### src/rtl/stopwatch_ctrl.sv
// stopwatch_ctrl -- front-end control stage of the stopwatch.
//   Debounces the start/stop and clear buttons, runs the IDLE/RUN/PAUSE
//   state machine, divides clk into a 1 s tick and keeps the BCD mm:ss count.
// Ports:
//   clk, reset          clock (rising edge), asynchronous active-high reset
//   btn_startstop       raw start/stop button, asynchronous to clk
//   btn_clear           raw clear button, asynchronous to clk
//   start               1 = downstream timer held, 0 = counting
//   set                 1-cycle clear pulse to downstream timer
//   running             1 while in RUN
//   sec_tick            1-cycle pulse per counted second
//   sec_ones..min_tens  BCD time digits
//   overflow            sticky, time saturated at 99:59

// Synchroniser + debouncer + rising-edge detector for one button.
// The accepted level follows the synchronised input only after it has
// differed for DEBOUNCE_CYCLES consecutive cycles; press is registered.
module stopwatch_debounce #(
   parameter int DEBOUNCE_CYCLES = 1_000_000
) (
   input  logic clk,
   input  logic reset,
   input  logic raw,
   output logic press
);
   localparam int CW = $clog2(DEBOUNCE_CYCLES + 1);

   logic          sync1, sync2, level, level_q;
   logic [CW-1:0] cnt;

   always_ff @(posedge clk or posedge reset) begin
      if (reset) begin
         sync1   <= 1'b0;
         sync2   <= 1'b0;
         level   <= 1'b0;
         level_q <= 1'b0;
         cnt     <= '0;
         press   <= 1'b0;
      end else begin
         sync1 <= raw;
         sync2 <= sync1;
         // any cycle where sync2 agrees with the accepted level restarts the count
         if (sync2 != level) begin
            if (cnt == CW'(DEBOUNCE_CYCLES - 1)) begin
               level <= sync2;
               cnt   <= '0;
            end else begin
               cnt <= cnt + CW'(1);
            end
         end else begin
            cnt <= '0;
         end
         level_q <= level;
         press   <= level & ~level_q;
      end
   end
endmodule

module stopwatch_ctrl #(
   parameter int CLK_DIV         = 50_000_000,
   parameter int DEBOUNCE_CYCLES = 1_000_000
) (
   input  logic       clk,
   input  logic       reset,
   input  logic       btn_startstop,
   input  logic       btn_clear,
   output logic       start,
   output logic       set,
   output logic       running,
   output logic       sec_tick,
   output logic [3:0] sec_ones,
   output logic [3:0] sec_tens,
   output logic [3:0] min_ones,
   output logic [3:0] min_tens,
   output logic       overflow
);
   localparam int PW = (CLK_DIV > 2) ? $clog2(CLK_DIV) : 1;

   typedef enum logic [1:0] {IDLE, RUN, PAUSE} state_t;

   state_t        state, nxt;
   logic [PW-1:0] presc;
   logic          ss_p, clr_p;
   logic          tick, at_max, clr_evt;
   logic [3:0]    so_n, st_n, mo_n, mt_n;

   stopwatch_debounce #(.DEBOUNCE_CYCLES(DEBOUNCE_CYCLES)) u_db_ss (
      .clk(clk), .reset(reset), .raw(btn_startstop), .press(ss_p));
   stopwatch_debounce #(.DEBOUNCE_CYCLES(DEBOUNCE_CYCLES)) u_db_clr (
      .clk(clk), .reset(reset), .raw(btn_clear), .press(clr_p));

   assign tick   = (state == RUN) && (presc == PW'(CLK_DIV - 1));
   assign at_max = (min_tens == 4'd9) && (min_ones == 4'd9) &&
                   (sec_tens == 4'd5) && (sec_ones == 4'd9);

   // BCD carry chain for one second
   always_comb begin
      so_n = sec_ones;
      st_n = sec_tens;
      mo_n = min_ones;
      mt_n = min_tens;
      if (sec_ones == 4'd9) begin
         so_n = 4'd0;
         if (sec_tens == 4'd5) begin
            st_n = 4'd0;
            if (min_ones == 4'd9) begin
               mo_n = 4'd0;
               mt_n = min_tens + 4'd1;
            end else begin
               mo_n = min_ones + 4'd1;
            end
         end else begin
            st_n = sec_tens + 4'd1;
         end
      end else begin
         so_n = sec_ones + 4'd1;
      end
   end

   // Next state. In RUN start/stop beats clear (clear is ignored there);
   // in IDLE/PAUSE clear beats start/stop.
   always_comb begin
      nxt     = state;
      clr_evt = 1'b0;
      case (state)
         IDLE: begin
            if (clr_p) clr_evt = 1'b1;
            else if (ss_p) nxt = RUN;
         end
         RUN: begin
            if (ss_p || (tick && at_max)) nxt = PAUSE;
         end
         PAUSE: begin
            if (clr_p) begin
               nxt     = IDLE;
               clr_evt = 1'b1;
            end else if (ss_p && !overflow) begin
               nxt = RUN;
            end
         end
         default: nxt = IDLE;
      endcase
   end

   always_ff @(posedge clk or posedge reset) begin
      if (reset) begin
         state    <= IDLE;
         presc    <= '0;
         start    <= 1'b1;
         set      <= 1'b0;
         running  <= 1'b0;
         sec_tick <= 1'b0;
         overflow <= 1'b0;
         sec_ones <= 4'd0;
         sec_tens <= 4'd0;
         min_ones <= 4'd0;
         min_tens <= 4'd0;
      end else begin
         state    <= nxt;
         running  <= (nxt == RUN);
         start    <= (nxt != RUN);
         set      <= clr_evt;
         // the saturating tick is swallowed: no pulse, digits hold
         sec_tick <= tick & ~at_max;
         if (clr_evt) begin
            presc    <= '0;
            overflow <= 1'b0;
            sec_ones <= 4'd0;
            sec_tens <= 4'd0;
            min_ones <= 4'd0;
            min_tens <= 4'd0;
         end else begin
            // prescaler holds outside RUN so a paused partial second survives
            if (state == RUN)
               presc <= (presc == PW'(CLK_DIV - 1)) ? '0 : presc + PW'(1);
            if (tick) begin
               if (at_max) begin
                  overflow <= 1'b1;
               end else begin
                  sec_ones <= so_n;
                  sec_tens <= st_n;
                  min_ones <= mo_n;
                  min_tens <= mt_n;
               end
            end
         end
      end
   end
endmodule

### config.mk
export PLATFORM = sky130hd
export DESIGN_NAME = stopwatch_ctrl
export DESIGN_NICKNAME = d
export VERILOG_FILES = /design/src/rtl/stopwatch_ctrl.sv
export SDC_FILE = /design/constraint.sdc
export NUM_CORES = 1
export LEC_CHECK = 0
export BUFFER_PORTS_ARGS = -buffer_cell sky130_fd_sc_hd__buf_2
export CAP_MARGIN = 20
export CORE_MARGIN = 1
export CORE_UTILIZATION = 49
export CTS_CLUSTER_DIAMETER = 80
export DETAILED_ROUTE_END_ITERATION = 7
export GPL_ROUTABILITY_DRIVEN = 0
export PLACE_DENSITY = 0.77
export SLEW_MARGIN = 0
export SYNTH_ARGS = -nofsm -noshare
export SYNTH_HDL_FRONTEND = slang
export SYNTH_SLANG_ARGS = --single-unit
export TNS_END_PERCENT = 50
### constraint.sdc
create_clock -name clk -period 8.8 [get_ports clk]
set_input_delay 0.88 -clock clk [delete_from_list [all_inputs] [get_ports clk]]
set_output_delay 0.88 -clock clk [all_outputs]
set_load 0.01 [all_outputs]
# After elaboration in Yosys (flattened, before gate mapping)
# Index checks and enable logic that the tools add are counted.
[totals]
reg_bits = 99
latch_bits = 0
ram_bits = 0
mem_bits_ro = 0
wordCells = 112
n_memories = 0
[op_classes]
addsub = 7
n_mul = 0
div = 0
n_lt_le_gt_ge = 0
eq_ne = 14
n_shift = 0
n_mux = 39
bitwise_logic = 6
reduce_logical = 23
[op_table]
columns = ["operator", "n"]
rows = [
  ["$mux 4", 21],
  ["$mux 20", 4],
  ["$mux 26", 3],
  ["$add 20x1->20 const B", 2],
  ["$eq 20x20->1 const B", 2],
  ["$add 26x1->26 const B", 1],
  ["$eq 26x26->1 const B", 1],
  ["$add 4x1->4 const B", 4],
  ["$eq 4x4->1 const B", 3],
  ["$reduce_bool 2->1", 6],
  ["$mux 2", 5],
  ["$reduce_and 2->1", 4],
  ["$logic_and 1x1->1", 6],
  ["$pmux 2 s3", 1],
  ["$mux 1", 5],
  ["$reduce_and 5->1", 1],
  ["$eq 2x1->1 const B", 2],
  ["$eq 4x3->1 const B", 1],
  ["$ne 2x1->1 const B", 2],
  ["$reduce_and 4->1", 1],
  ["$and 1x1->1", 3],
  ["$not 1->1", 3],
  ["$reduce_and 3->1", 1],
  ["$eq 2x2->1 const B", 1],
  ["other kinds (5)", 6],
]

# Longest topological paths before layout
[logic_depth]
ltp_word = 9
depth_mapped = 7

# Hierarchy
# Synthesis repeated with hierarchy kept, for this count alone.
[unflattened]
hier_cells = 522
area_unflattened_um2 = 5093.6
[modules_own_cells]
columns = ["mod", "instances", "cells_per_inst", "area_per_inst_um2"]
rows = [
  ["stopwatch_ctrl", 1, 294, 2756.4],
  ["stopwatch_debounce", 2, 114, 1168.6],
]

# Worst setup path before layout
# OpenSTA, ideal clock, no wires.
[synth_timing]
path_type = "register -> register"
from = "reg sec_ones[1]"
to = "reg min_tens[1]"
setup_time_ps = 128
arrival_ps = 1784
required_ps = 8672
path_slack_ps = 6888
stages_incl_launch_ff = 7
n_path_buf = 1
period_less_slack_ps = 1912
path_cell_list = "dfrtp_1 -> clkbuf_1 -> nor4bb_1 -> nand3_1 -> nor3_1 -> nand3_1 -> mux2_1"
[synth_between]
elab_chain_len = 4
elab_cells_between_ends = 5
classes_between = "eq/ne (2); reduce/logical (3)"
[synth_rtl]
columns = ["element", "line", "source"]
rows = [
  ["from (decl)", "71", "output logic [3:0] sec_ones,"],
  ["from (signal assigned)", "180", "sec_ones <= so_n;"],
  ["$eq 4x4->1 (*)", "94, 102", ""],
  ["$logic_and 1x1->1", "94", "(sec_tens == 4'd5) && (sec_ones == 4'd9);"],
  ["$ne 2x1->1 (no line)", "n/a", ""],
  ["$reduce_and 5->1 (no line) (*)", "n/a", ""],
  ["to (signal assigned)", "183", "min_tens <= mt_n;"],
  ["to (decl)", "74", "output logic [3:0] min_tens,"],
]
# Every way passes the cells marked *; elsewhere a longest branch is shown, timed or not.
# A chain may end at the register's enable or synchronous reset.

# Final worst setup path
[layout_timing]
from = "reg presc[0]"
to = "reg presc[23]"
[layout_between]
elab_chain_len = 4
elab_cells_between_ends = 5
classes_between = "add/sub (1); eq/ne (1); mux (3)"
[layout_rtl]
columns = ["element", "line", "source"]
rows = [
  ["from (decl)", "82", "logic [PW-1:0] presc;"],
  ["from (signal assigned)", "175", "presc <= (presc == PW'(CLK_DIV - 1)) ? '0 : presc + PW'(1);"],
  ["$add 26x1->26 / $eq 26x26->1 (equally long branches)", "175", ""],
  ["$mux 26 (*)", "175", ""],
  ["$mux 26 (*)", "174", "if (state == RUN)"],
  ["$mux 26 (*)", "165", "if (clr_evt) begin"],
]
# Every way passes the cells marked *; elsewhere a longest branch is shown, timed or not. The select of a mux whose other input is x is not followed.

==> flow_summary.yaml <==
detailed_routing:
  routed_wl_um: 10200
  via_count: 3994
  dr.pass1.iters: 5
  via_per_inst: 5.82
  ant_nets: 0
  drc: 0
  wl_per_cell_um: 14.9
  drt_iter0_markers: 237
synth:
  ys.flop_type: "dfrtp_1"
  syn_inst: 531
  synth_top_family_by_area: "simple AND/OR/NAND/NOR gates"
  synth_edf_count: 0
  syn_nets: 540
  ys_seq_area_share_pct: 48.9
  synthMuxAreaShare_pct: 2.25
  synth_xor_area_share_pct: 6.91
  async_reset_ff_share_pct: 100
  synthSimpleGateAreaFrac_pct: 28.6
  synth_compound_area_share_pct: 9.08
  ys_ff_latch: 99
  avgSynthCellArea_sq_um: 9.55
  yosysWarnings: 0
  synth_cell_type_count: 60
  synthesis.area_sq_um: 5070
  synthAdderAreaFrac_pct: 1.23
sta:
  skew_ps: 14.2
  setup_viol: 0
  hold_viol: 0
  fin_setup_tns_ps: 0
  tightestPinTransition_ps: 908
  min_period_over_period_pct: 28.9
  max_freq_mhz: 393
  slew_violations: 0
  period_needed_ps: 2550
  slew_headroom_pct: 39.3
  rsz0062_at_grt: "false"
critical_path:
  start_kind: "register"
  cp.arrival_ps: 2840
  path_max_fanout: 36
  criticalPathCategory: "reg -> reg"
  r2r-start: "presc[0]$_DFFE_PP0P_"
  worst_setup_path_end_kind: "register"
  r2r_slack_ps: 6250
  rr_endpoint: "presc[23]$_DFFE_PP0P_"
  required_ps: 9100
  worstRegToRegCells: 6
clock_network:
  clock_sinks: 99
  postCtsSetupRepairBufs: 0
  cts_resized: 0
  cts_max_level: 3
  cts_hold_buf: 0
  clock_latency_ps: 370
  cts.path.max_buffers: 2
  cts_buffers: 9
  cts_tree: "built"
  cts_root_buf: "clkbuf_8"
  clk_pin_slew_ps: 90
floorplan:
  die_w_um: 104
  dieArea_sq_um: 10800
  row_count: 36
  fp.dieH_um: 104
  core-area_sq_um: 9910
  pin_count: 25
  start_util_pct: 51.2
layout:
  nNetsFinal: 558
  areaGrowthSynthToFinish_pct: 8.51
  final_cell_mix: "dfrtp_1 (98), nor2_1 (69), nand2_1 (50), nand3_1 (34), xor2_1 (25)"
  postLayoutCoreUtil_pct: 55.5
  layout_commonest_cell: "dfrtp_1"
  nFillCells: 870
  n_antenna_cell: 0
  layout-drive-gt1-share_pct: 10.5
  design_area_sq_um: 5500
min_path:
  whs_path_depth: 0
  hold_class: "reg -> reg"
  min_from: "u_db_ss.sync1$_DFF_PP0_"
  holdPathEnd: "u_db_ss.sync2$_DFF_PP0_"
grt:
  grt.total_usage_pct: 20.2
  grt_pass1_vias: 3824
  grt_pass1_wl_um: 17800
  grt_max_degree: 90
  overflow: 0
  antenna_found_initial: 0
placement:
  hpwlAfterDp_um: 6860
  dpl_cell_area_sq_um: 5280
  port_buffers: 24
status:
  status: "finished clean"
power_and_ir_drop:
  power_density_nw_per_um2: 141
  vdd_drop_max_v: 0.000156
  leakage_nw: 2.43
  power_uw: 774
flow_run:
  maxCapViolCount: 0
how the worst max path moves through the flow:
| stage | from | end | slack (ps) | cells past startpoint |
|---|---|---|---|---|
| finish | presc[0]$_DFFE_PP0P_ | presc[23]$_DFFE_PP0P_ | 6250 | 6 |
| detailed placement | presc[0]$_DFFE_PP0P_ | presc[23]$_DFFE_PP0P_ | 6310 | 6 |
| global route | state[0]$_DFF_PP0_ | presc[5]$_DFFE_PP0P_ | 6020 | 5 |
| global placement | presc[0]$_DFFE_PP0P_ | presc[23]$_DFFE_PP0P_ | 6380 | 6 |
| floorplan | reset | min_ones[0]$_DFFE_PP0P_ | 5330 | 1 |
| CTS | presc[0]$_DFFE_PP0P_ | presc[23]$_DFFE_PP0P_ | 6280 | 6 |
power by group:
group          switching [mW]  total [mW]  internal, mW
sequential            0.00254       0.460         0.458
clock                   0.156       0.295         0.139
combinational          0.0140      0.0187       0.00470
cell type report:
type / count / area, sq um / area share [%]
Inverter: 17 / 66.3 / 1.21
Timing Repair Buffer: 26 / 155 / 2.82
Sequential cell: 99 / 2480 / 45.1
Clock buffer: 10 / 138 / 2.50
Tap cell: 133 / 166 / 3.02
Multi-Input combinational cell: 396 / 2440 / 44.3
Clock inverter: 5 / 60.1 / 1.09
kinds of logic (layout without fill, tap and decap cells):
family                   after synthesis  count (layout)
buffers and inverters                 36              58
adder cells (fa/ha/maj)                5               5
XOR/XNOR                              40              40
AND/OR/NAND/NOR                      266             266
AO/OA/AOI/OAI                         74              74
flip-flops                            99              99
multiplexers                          11              11
Yosys cell counts (3+ instances only):
| library cell | count | area share [%] |
|---|---|---|
| dfrtp_1 | 98 | 48 |
| nor2_1 | 69 | 5.1 |
| nand2_1 | 50 | 3.7 |
| nand3_1 | 34 | 3.4 |
| xor2_1 | 25 | 4.3 |
| nand4_1 | 22 | 2.7 |
| a21oi_1 | 21 | 2.1 |
| o21ai_0 | 19 | 1.9 |
| inv_1 | 17 | 1.3 |
| a31oi_1 | 15 | 1.9 |
| xnor2_1 | 15 | 2.6 |
| and3_1 | 12 | 1.5 |
| nand2b_1 | 12 | 1.5 |
| clkbuf_1 | 10 | 0.74 |
| nor4_1 | 9 | 1.1 |
| mux2i_1 | 8 | 1.6 |
| and4_1 | 7 | 1.2 |
| nor2b_1 | 7 | 0.86 |
| buf_2 | 6 | 0.59 |
| nor3_1 | 6 | 0.59 |
| ha_1 | 5 | 1.2 |
| and2_1 | 4 | 0.49 |
| nand4b_1 | 4 | 0.69 |
| or3_1 | 4 | 0.49 |
| buf_4 | 3 | 0.44 |
| nand3b_1 | 3 | 0.44 |
state kept, by name (all words and copies together), names as in the netlist, 2 cells and up:
signal        count
min_ones          4
u_db_ss.cnt      20
state             2
min_tens          4
sec_ones          4
u_db_clr.cnt     20
sec_tens          4
presc            26
metal layers:
layer	wire length, um	global-route usage (%)	up-vias
li1	-	-	1934
met2	5020	33.7	123
met4	163	6.84	0
met1	4560	25.5	1919
met5	0	0	-
met3	496	5.03	18
per-stage QoR:
step	std cells	worst slack, ps	hold WS (ps)
after floorplan	531	5330	331
after global placement	670	6380	334
after detailed placement	670	6310	338
after CTS	685	6280	360
after global routing	686	6020	369
final	686	6250	364
critical path: stages (launching register included):
cell and delay, ps:
dfrtp_1 420, ha_1 250, nand3_1 180, and4bb_2 310
a21oi_4 720, or4b_1 510, nand3_1 80
No activity file was read; power rests on OpenSTA's default activity.
